**src/rtl/npc_sequencer_pkg.sv**
```systemverilog
// Shared constants, state encoding and target-select codes for the
// next-PC sequencer.
package npc_sequencer_pkg;

  localparam logic [31:0] DEF_RESET_PC = 32'h0000_3000;
  localparam logic [31:0] DEF_IMEM_LO  = 32'h0000_3000;
  localparam logic [31:0] DEF_IMEM_HI  = 32'h0000_6FFC;

  typedef enum logic {
    IDLE    = 1'b0,
    PENDING = 1'b1
  } state_t;

  localparam logic [1:0] SEL_SEQ = 2'd0;
  localparam logic [1:0] SEL_BR  = 2'd1;
  localparam logic [1:0] SEL_J   = 2'd2;
  localparam logic [1:0] SEL_JR  = 2'd3;

  function automatic logic out_of_range(input logic [31:0] addr,
                                        input logic [31:0] lo,
                                        input logic [31:0] hi);
    return (addr < lo) || (addr > hi);
  endfunction

endpackage

```
**src/rtl/npc_target_calc.sv**
```systemverilog
// Combinational next-PC candidate mux: sequential, branch, j/jal, jr.
module npc_target_calc
  import npc_sequencer_pkg::*;
(
  input  logic [31:0] pc4,
  input  logic [31:0] id_pc4,
  input  logic [15:0] br_imm16,
  input  logic [25:0] j_idx,
  input  logic [29:0] jr_word,
  input  logic [1:0]  sel,
  output logic [31:0] target
);

  logic [31:0] br_off;

  // Word offset, sign-extended and scaled to bytes; the sum wraps mod 2^32.
  assign br_off = {{14{br_imm16[15]}}, br_imm16, 2'b00};

  always_comb begin
    target = pc4;
    case (sel)
      SEL_BR:  target = id_pc4 + br_off;
      SEL_J:   target = {id_pc4[31:28], j_idx, 2'b00};
      SEL_JR:  target = {jr_word, 2'b00};
      default: target = pc4;
    endcase
  end

endmodule

```
**src/rtl/npc_sequencer.sv**
```systemverilog
// Fetch PC register and next-PC FSM; parks a redirect that arrives during a
// stall and applies it when the stall releases.
module npc_sequencer
  import npc_sequencer_pkg::*;
#(
  parameter logic [31:0] RESET_PC = DEF_RESET_PC,
  parameter logic [31:0] IMEM_LO  = DEF_IMEM_LO,
  parameter logic [31:0] IMEM_HI  = DEF_IMEM_HI
) (
  input  logic        clk,
  input  logic        reset,
  input  logic        stall,
  input  logic [31:0] id_pc4,
  input  logic        br_req,
  input  logic        br_taken,
  input  logic [15:0] br_imm16,
  input  logic        j_req,
  input  logic [25:0] j_idx,
  input  logic        jr_req,
  input  logic [31:0] jr_tgt,
  output logic [31:0] pc,
  output logic [31:0] pc4,
  output logic        pending,
  output logic        err_conflict,
  output logic        err_align,
  output logic        err_range
);

  state_t      state;
  logic [31:0] saved;
  logic        br_hit, redir, multi;
  logic [1:0]  sel;
  logic [31:0] target;
  logic        load_en;
  logic [31:0] load_val;

  assign pc4     = pc + 32'd4;
  assign pending = (state == PENDING);

  assign br_hit = br_req & br_taken;
  assign redir  = jr_req | j_req | br_hit;
  assign multi  = (jr_req & j_req) | (jr_req & br_hit) | (j_req & br_hit);

  always_comb begin
    sel = SEL_SEQ;
    if (jr_req)      sel = SEL_JR;
    else if (j_req)  sel = SEL_J;
    else if (br_hit) sel = SEL_BR;
  end

  npc_target_calc u_calc (
    .pc4      (pc4),
    .id_pc4   (id_pc4),
    .br_imm16 (br_imm16),
    .j_idx    (j_idx),
    .jr_word  (jr_tgt[31:2]),
    .sel      (sel),
    .target   (target)
  );

  // Only a released stall ever moves the PC; the source depends on state.
  always_comb begin
    load_en  = 1'b0;
    load_val = target;
    if (!stall) begin
      load_en  = 1'b1;
      load_val = (state == PENDING) ? saved : target;
    end
  end

  always_ff @(posedge clk) begin
    if (!reset) begin
      pc           <= RESET_PC;
      state        <= IDLE;
      saved        <= '0;
      err_conflict <= 1'b0;
      err_align    <= 1'b0;
      err_range    <= 1'b0;
    end else begin
      if (load_en) pc <= load_val;
      if (load_en && out_of_range(load_val, IMEM_LO, IMEM_HI)) err_range <= 1'b1;

      case (state)
        IDLE: begin
          if (stall && redir) begin
            saved <= target;
            state <= PENDING;
          end
          if (multi) err_conflict <= 1'b1;
          if (jr_req && (jr_tgt[1:0] != 2'b00)) err_align <= 1'b1;
        end
        PENDING: begin
          // A redirect here sits in a delay slot: flag it and drop it.
          if (redir) err_conflict <= 1'b1;
          if (!stall) state <= IDLE;
        end
        default: state <= IDLE;
      endcase
    end
  end

endmodule

```
**config.mk**
```make
export PLATFORM = sky130hd
export DESIGN_NAME = npc_sequencer
export DESIGN_NICKNAME = d
export VERILOG_FILES = /design/src/rtl/npc_sequencer_pkg.sv /design/src/rtl/npc_target_calc.sv /design/src/rtl/npc_sequencer.sv
export SDC_FILE = /design/constraint.sdc
export NUM_CORES = 1
export LEC_CHECK = 0
export CAP_MARGIN = 20
export CORE_ASPECT_RATIO = 0.7
export CORE_MARGIN = 3
export CORE_UTILIZATION = 36
export DETAILED_ROUTE_END_ITERATION = 12
export HOLD_SLACK_MARGIN = 0.03
export PLACE_DENSITY = 0.65
export SETUP_SLACK_MARGIN = 0.2
export SLEW_MARGIN = 40
export SYNTH_ARGS = -nofsm -noshare
export SYNTH_HDL_FRONTEND = slang
export SYNTH_SLANG_ARGS = --single-unit
```
**constraint.sdc**
```tcl
create_clock -name clk -period 7.69 [get_ports clk]
set_clock_uncertainty 0.2 [all_clocks]
set_input_delay 1.1535 -clock clk [delete_from_list [all_inputs] [get_ports clk]]
set_output_delay 1.1535 -clock clk [all_outputs]
set_load 0.02 [all_outputs]
```
Word-level counts from Yosys, hierarchy flattened

Index checks and enable logic that the tools add are counted.

Flip-flop bits (word level): 68
Bits in latches: 0
RAM bits: 0
Bits in read-only memories: 0
Input port bits: 113
Output and inout bits: 68
Logic and storage cells: 45
Memories: 0

$add $sub $neg: 2
$mul: 0
Div/mod/pow operators: 0
Magnitude comparators: 2
Equality and inequality tests: 5
Shift-type cells: 0
Mux-type cells: 13
Bitwise logic cells: 9
Reduce and logical (&&, ||, !) cells: 8

Operators by type and width:

| cell                  | count |
|---|---|
| $pmux 32 s3           | 1 |
| $mux 32               | 2 |
| $add 32x3->32 const B | 1 |
| $add 32x32->32        | 1 |
| $gt 32x15->1 const B  | 1 |
| $lt 32x14->1 const B  | 1 |
| $mux 1                | 6 |
| $reduce_and 2->1      | 3 |
| $and 1x1->1           | 4 |
| $eq 2x2->1 const B    | 2 |
| $mux 2                | 2 |
| $or 1x1->1            | 4 |
| $pmux 1 s2            | 2 |
| $logic_and 1x1->1     | 3 |
| $eq 2x1->1 const B    | 1 |
| $ne 2x1->1 const B    | 1 |
| $ne 2x2->1 const B    | 1 |
| $reduce_bool 2->1     | 1 |
| $logic_or 1x1->1      | 1 |
| $not 1->1             | 1 |

Depth between registers and ports, before layout

Depth in word-level cells: 11
Depth in mapped cells: 13
Depth with buffers taken out: 12

By module

Synthesis repeated with hierarchy kept, for this count alone.

Cells, all modules: 691
Area total of the unflattened synthesis: 5954.5 µm²

By module, submodules not included:

| module          | times used | cells an instance | area an instance (µm²) | seq. area each (µm²) |
|---|---|---|---|---|
| npc_sequencer   | 1          | 418               | 3595.9                 | 1361.3 |
| npc_target_calc | 1          | 273               | 2358.5                 | 0.0 |

Least setup slack after synthesis

Ideal clock, no wire load.

Kind: input to register
Start: in id_pc4[25]
End: reg err_range
Library setup time: 0.121 ns
Arrival: 3.553 ns
Required time: 7.369 ns
Path slack: 3.816 ns
Stages: 12
Path buffers: 1
Cell sequence: ha_1 > clkbuf_1 > or3_1 > a31oi_1 > o21ai_1 > and3_1 > a211o_1 > xor2_1 > a2bb2oi_1 > a21oi_1 > nor4_1 > nor2_1

Longest elaborated chain between the ends: 7
Elaborated cells between the ends (all ways): 8
Those cells by class: add/sub (1); order compare (2); mux (3); reduce/logical (2)

Ends and longest elaborated chain:

| element                                             | RTL line                | text |
|---|---|---|
| start, declared                                     | npc_sequencer.sv:13     | `input logic [31:0] id_pc4,` |
| $add 32x32->32 *                                    | npc_target_calc.sv:22   | `SEL_BR: target = id_pc4 + br_off;` |
| $pmux 32 s3 *                                       | npc_target_calc.sv:21   | `case (sel)` |
| $mux 32                                             | npc_sequencer.sv:67     | `load_val = (state == PENDING) ? saved : target;` |
| $mux 32 *                                           | npc_sequencer.sv:65     | `if (!stall) begin` |
| $lt 32x14->1 / $gt 32x15->1 (equally long branches) | npc_sequencer_pkg.sv:22 | `return (addr < lo) \|\| (addr > hi);` |
| $logic_or 1x1->1 *                                  | npc_sequencer_pkg.sv:22 |  |
| $logic_and 1x1->1 *                                 | npc_sequencer.sv:81     | `if (load_en && out_of_range(load_val, IMEM_LO, IMEM_HI)) err_range <= 1'b1;` |
| end signal, assigned                                | npc_sequencer.sv:78     | `err_range <= 1'b0;` |
| end signal, assigned                                | npc_sequencer.sv:81     |  |
| end, declared                                       | npc_sequencer.sv:26     | `output logic err_range` |

Mark *: on every way between the ends. The rest lies on a longest branch, timed or not.
A chain may end at the register's enable or synchronous reset.

Worst setup path after layout

Start: in br_imm16[15]
End: reg err_range

Longest elaborated chain between the ends: 7
Elaborated cells between the ends (all ways): 8
Those cells by class: add/sub (1); order compare (2); mux (3); reduce/logical (2)

Ends and longest elaborated chain:

| element                                             | RTL line                | text |
|---|---|---|
| start, declared                                     | npc_sequencer.sv:16     | `input logic [15:0] br_imm16,` |
| $add 32x32->32 *                                    | npc_target_calc.sv:22   |  |
| $pmux 32 s3 *                                       | npc_target_calc.sv:21   |  |
| $mux 32                                             | npc_sequencer.sv:67     |  |
| $mux 32 *                                           | npc_sequencer.sv:65     |  |
| $lt 32x14->1 / $gt 32x15->1 (equally long branches) | npc_sequencer_pkg.sv:22 |  |
| $logic_or 1x1->1 *                                  | npc_sequencer_pkg.sv:22 |  |
| $logic_and 1x1->1 *                                 | npc_sequencer.sv:81     |  |

Marked as above.

==> impl_metrics.yaml <==
drt:
  ant_nets: 0
  firstDrtPassIters: 5
  drtIter0Drc: 1049
  drc: 0
  vias: 7804
  totalWireLength_mm: 26.0
  vias_per_cell: 6.01
  wl_per_cell_um: 20.1
power_and_ir_drop:
  peakVddDrop_uv: 109
  p_leak_nw: 3.22
  power.total_mw: 1.33
  power_density_nw_per_um2: 154
floorplanning:
  fp-row-count: 40
  core_area_um2: 17400
  die_h_um: 118
  fp.dieArea_um2: 19700
  initial_core_util_pct: 37.2
  die_width_um: 166
  ios: 181
outcome:
  status: "finished, final reports clean"
synth:
  synth.top_cells.by_area: "dfxtp_1 (21%), a21oi_1 (6.5%), o21ai_0 (6.3%)"
  syn_area_um2: 6480
  ys_async_sr_fraction_pct: 0
  ys_warn_count: 0
  syn_nets: 1071
  synth-main-ff-cell: "dfxtp_1"
  synth_area_leader_cell: "dfxtp_1"
  netlist_instances: 927
  avgSynthCellArea_um2: 6.99
  yosysSeqAreaShare_pct: 21.0
  synth.distinct_cells: 81
  synth_edf_count: 0
  ys_seq_elements: 68
  synth.most_common_cell: "nand2_1"
  synth_top_area_share_pct: 21.0
  synthTopCellsByCount: "nand2_1 (104), nor2_1 (97), a21oi_1 (84), o21ai_0 (82), dfxtp_1 (68)"
worst_setup_path:
  worstSetupEndpoint: "err_range"
  crit_path_start_kind: "input pin"
  slowest_stage: "clkdlybuf4s50_1"
  reg2reg_to: "err_range"
  worstPathCellList: "clkdlybuf4s50_1 > ha_1 > nor2_1 > o311ai_0 > nand3_1 > a2111oi_4 > nor4_1 > or3_4 > a211oi_2 > nand4_1 > nor4_1 > nor2_1"
  reg2reg_depth: 10
  slowest_delay_ns: 0.77
  worst-setup-path-type: "input pin to register"
  required_ns: 7.71
  arrival_ns: 4.89
  timing.rr.start: "pc[4]"
  crit_start: "br_imm16[15]"
  r2r_slack_ns: 4.46
  cp-end-kind: "register"
  worstPathMaxFanout: 15
place:
  gp_congestion: 0.950
  numPortBuffers: 180
  placed_area_um2: 8380
  dp_slack_ns: 2.55
  dpl.cell_count: 1283
  hpwl_mm: 20.1
sta:
  setup_tns_ns: 0
  finalCritPeriodShare_pct: 63.3
  fmax_mhz: 205
  maxSlewHeadroom_pct: 50.9
  worst_pin_slew_ns: 0.736
  min_period_ns: 4.87
  maxSlewViolCount: 0
  rsz0062_at_grt: "no"
  setup-violations-final: 0
  hold_viol_final: 0
  worst_slack_ns: 2.82
worst_hold_path:
  holdCritPathClass: "register to register"
finish:
  seq_area_um2: 1360
  final_cells: 1298
  fillers: 1802
  finalInstanceArea_um2: 8670
  drive_gt1_share_pct: 4.69
  area_delta_synth_final_pct: 33.8
  final_nets: 1207
  antenna_cells: 0
  multi_input_area_um2: 4780
clocking:
  cts_made_buffers: 9
  postCtsSetupRepairBufs: 0
  cts_tree: "done"
  clock-sinks: 68
  cts.path.max_buffers: 2
  clk_latency_ns: 0.33
  htree_levels: 3
  clk_pin_slew_ns: 0.05
  hold_buffers: 0
  cts_root_buffer: "clkbuf_16"
  cts_resized: 0
flow_run:
  cap_viol_max_count: 0
grt:
  antenna_found_initial: 0
  grt_max_degree: 55
  gr-total-overflow: 0
  grt_pass1_wl_mm: 40.6
  first_global_vias: 7216
  grt_util_all_layers_pct: 25.3
## sequential cells by signal (all words and copies together) (netlist names)
name / cells
err_align: 1
err_conflict: 1
err_range: 1
pc: 32
pending: 1
saved: 32
## placed cells by master, fill, tap and decap left out, types with 7 or more instances in the layout
master,instances
clkdlybuf4s50_1,178
nor4_1,7
nand3_1,29
buf_4,10
a211oi_1,24
ha_1,30
inv_1,19
xnor2_1,13
a31oi_1,18
and2_1,11
dfxtp_1,67
nor2_1,97
nand4_1,20
a21o_1,11
or3_1,12
o211ai_1,12
o21ai_0,82
o31ai_1,8
o21a_1,17
nand2_1,104
nor3_1,31
xor2_1,22
clkbuf_16,9
a21oi_1,84
mux2i_1,10
o22ai_1,8
## worst max-delay path, delay by kind of cell
kind / cells / cell delay, ns
AND/OR/NAND/NOR: 7 / 1.37
AO/OA/AOI/OAI: 3 / 0.94
buffers and inverters: 1 / 0.77
adder cells (fa/ha/maj): 1 / 0.65
## worst min path at each step
stage	from	to	slack, ns	depth (start not counted)
after global placement	saved[5]	saved[5]	0.25	2
after floorplan	saved[5]	saved[5]	0.24	2
after CTS	err_conflict	err_conflict	0.26	2
after detailed placement	err_conflict	err_conflict	0.24	2
after global routing	saved[5]	saved[5]	0.28	2
final	saved[5]	saved[5]	0.26	2
## report_power, final
part	internal, mW	switching (mW)	total, mW
Combinational	0.219	0.294	0.514
Clock	0.258	0.150	0.408
Sequential	0.380	0.0323	0.413
Total	0.858	0.477	1.33
## kinds of logic after synthesis
| kind of cell | after synthesis | share of synthesized area (%) |
|---|---|---|
| fa+ha+maj | 32 | 6.26 |
| xor+xnor | 35 | 4.73 |
| compound gates | 339 | 34.5 |
| flops | 68 | 21.0 |
| buf+inv | 86 | 5.29 |
| mux | 10 | 1.55 |
| simple gates | 357 | 26.7 |
## through the flow
| stage | hold slack, ns | utilization [%] |
|---|---|---|
| finish | 0.257 | 49.8 |
| global route | 0.282 | 49.8 |
| CTS | 0.255 | 49.7 |
| detailed placement | 0.243 | 48.1 |
| global placement | 0.245 | 48.1 |
| floorplan | 0.236 | - |
## per-layer routing
layer | GRT usage [%] | vias up | routed length (um) | part of all wire (%)
met1 | 37.8 | 3632 | 12300 | 47
met5 | 0 | - | 0 | 0
met3 | 5.52 | 24 | 2670 | 10
met4 | 4.89 | 0 | 337 | 1.3
li1 | - | 3720 | - | -
met2 | 37.3 | 428 | 10700 | 41
## layout make-up
class	count	share of cell area (%)
Tap cell	231	3.33
Sequential cell	68	15.7
Clock inverter	2	0.404
Clock buffer	13	2.89
Timing Repair Buffer	190	21.5
Multi-Input combinational cell	773	55.2
Inverter	21	0.909
No activity file was read; power rests on OpenSTA's default activity.
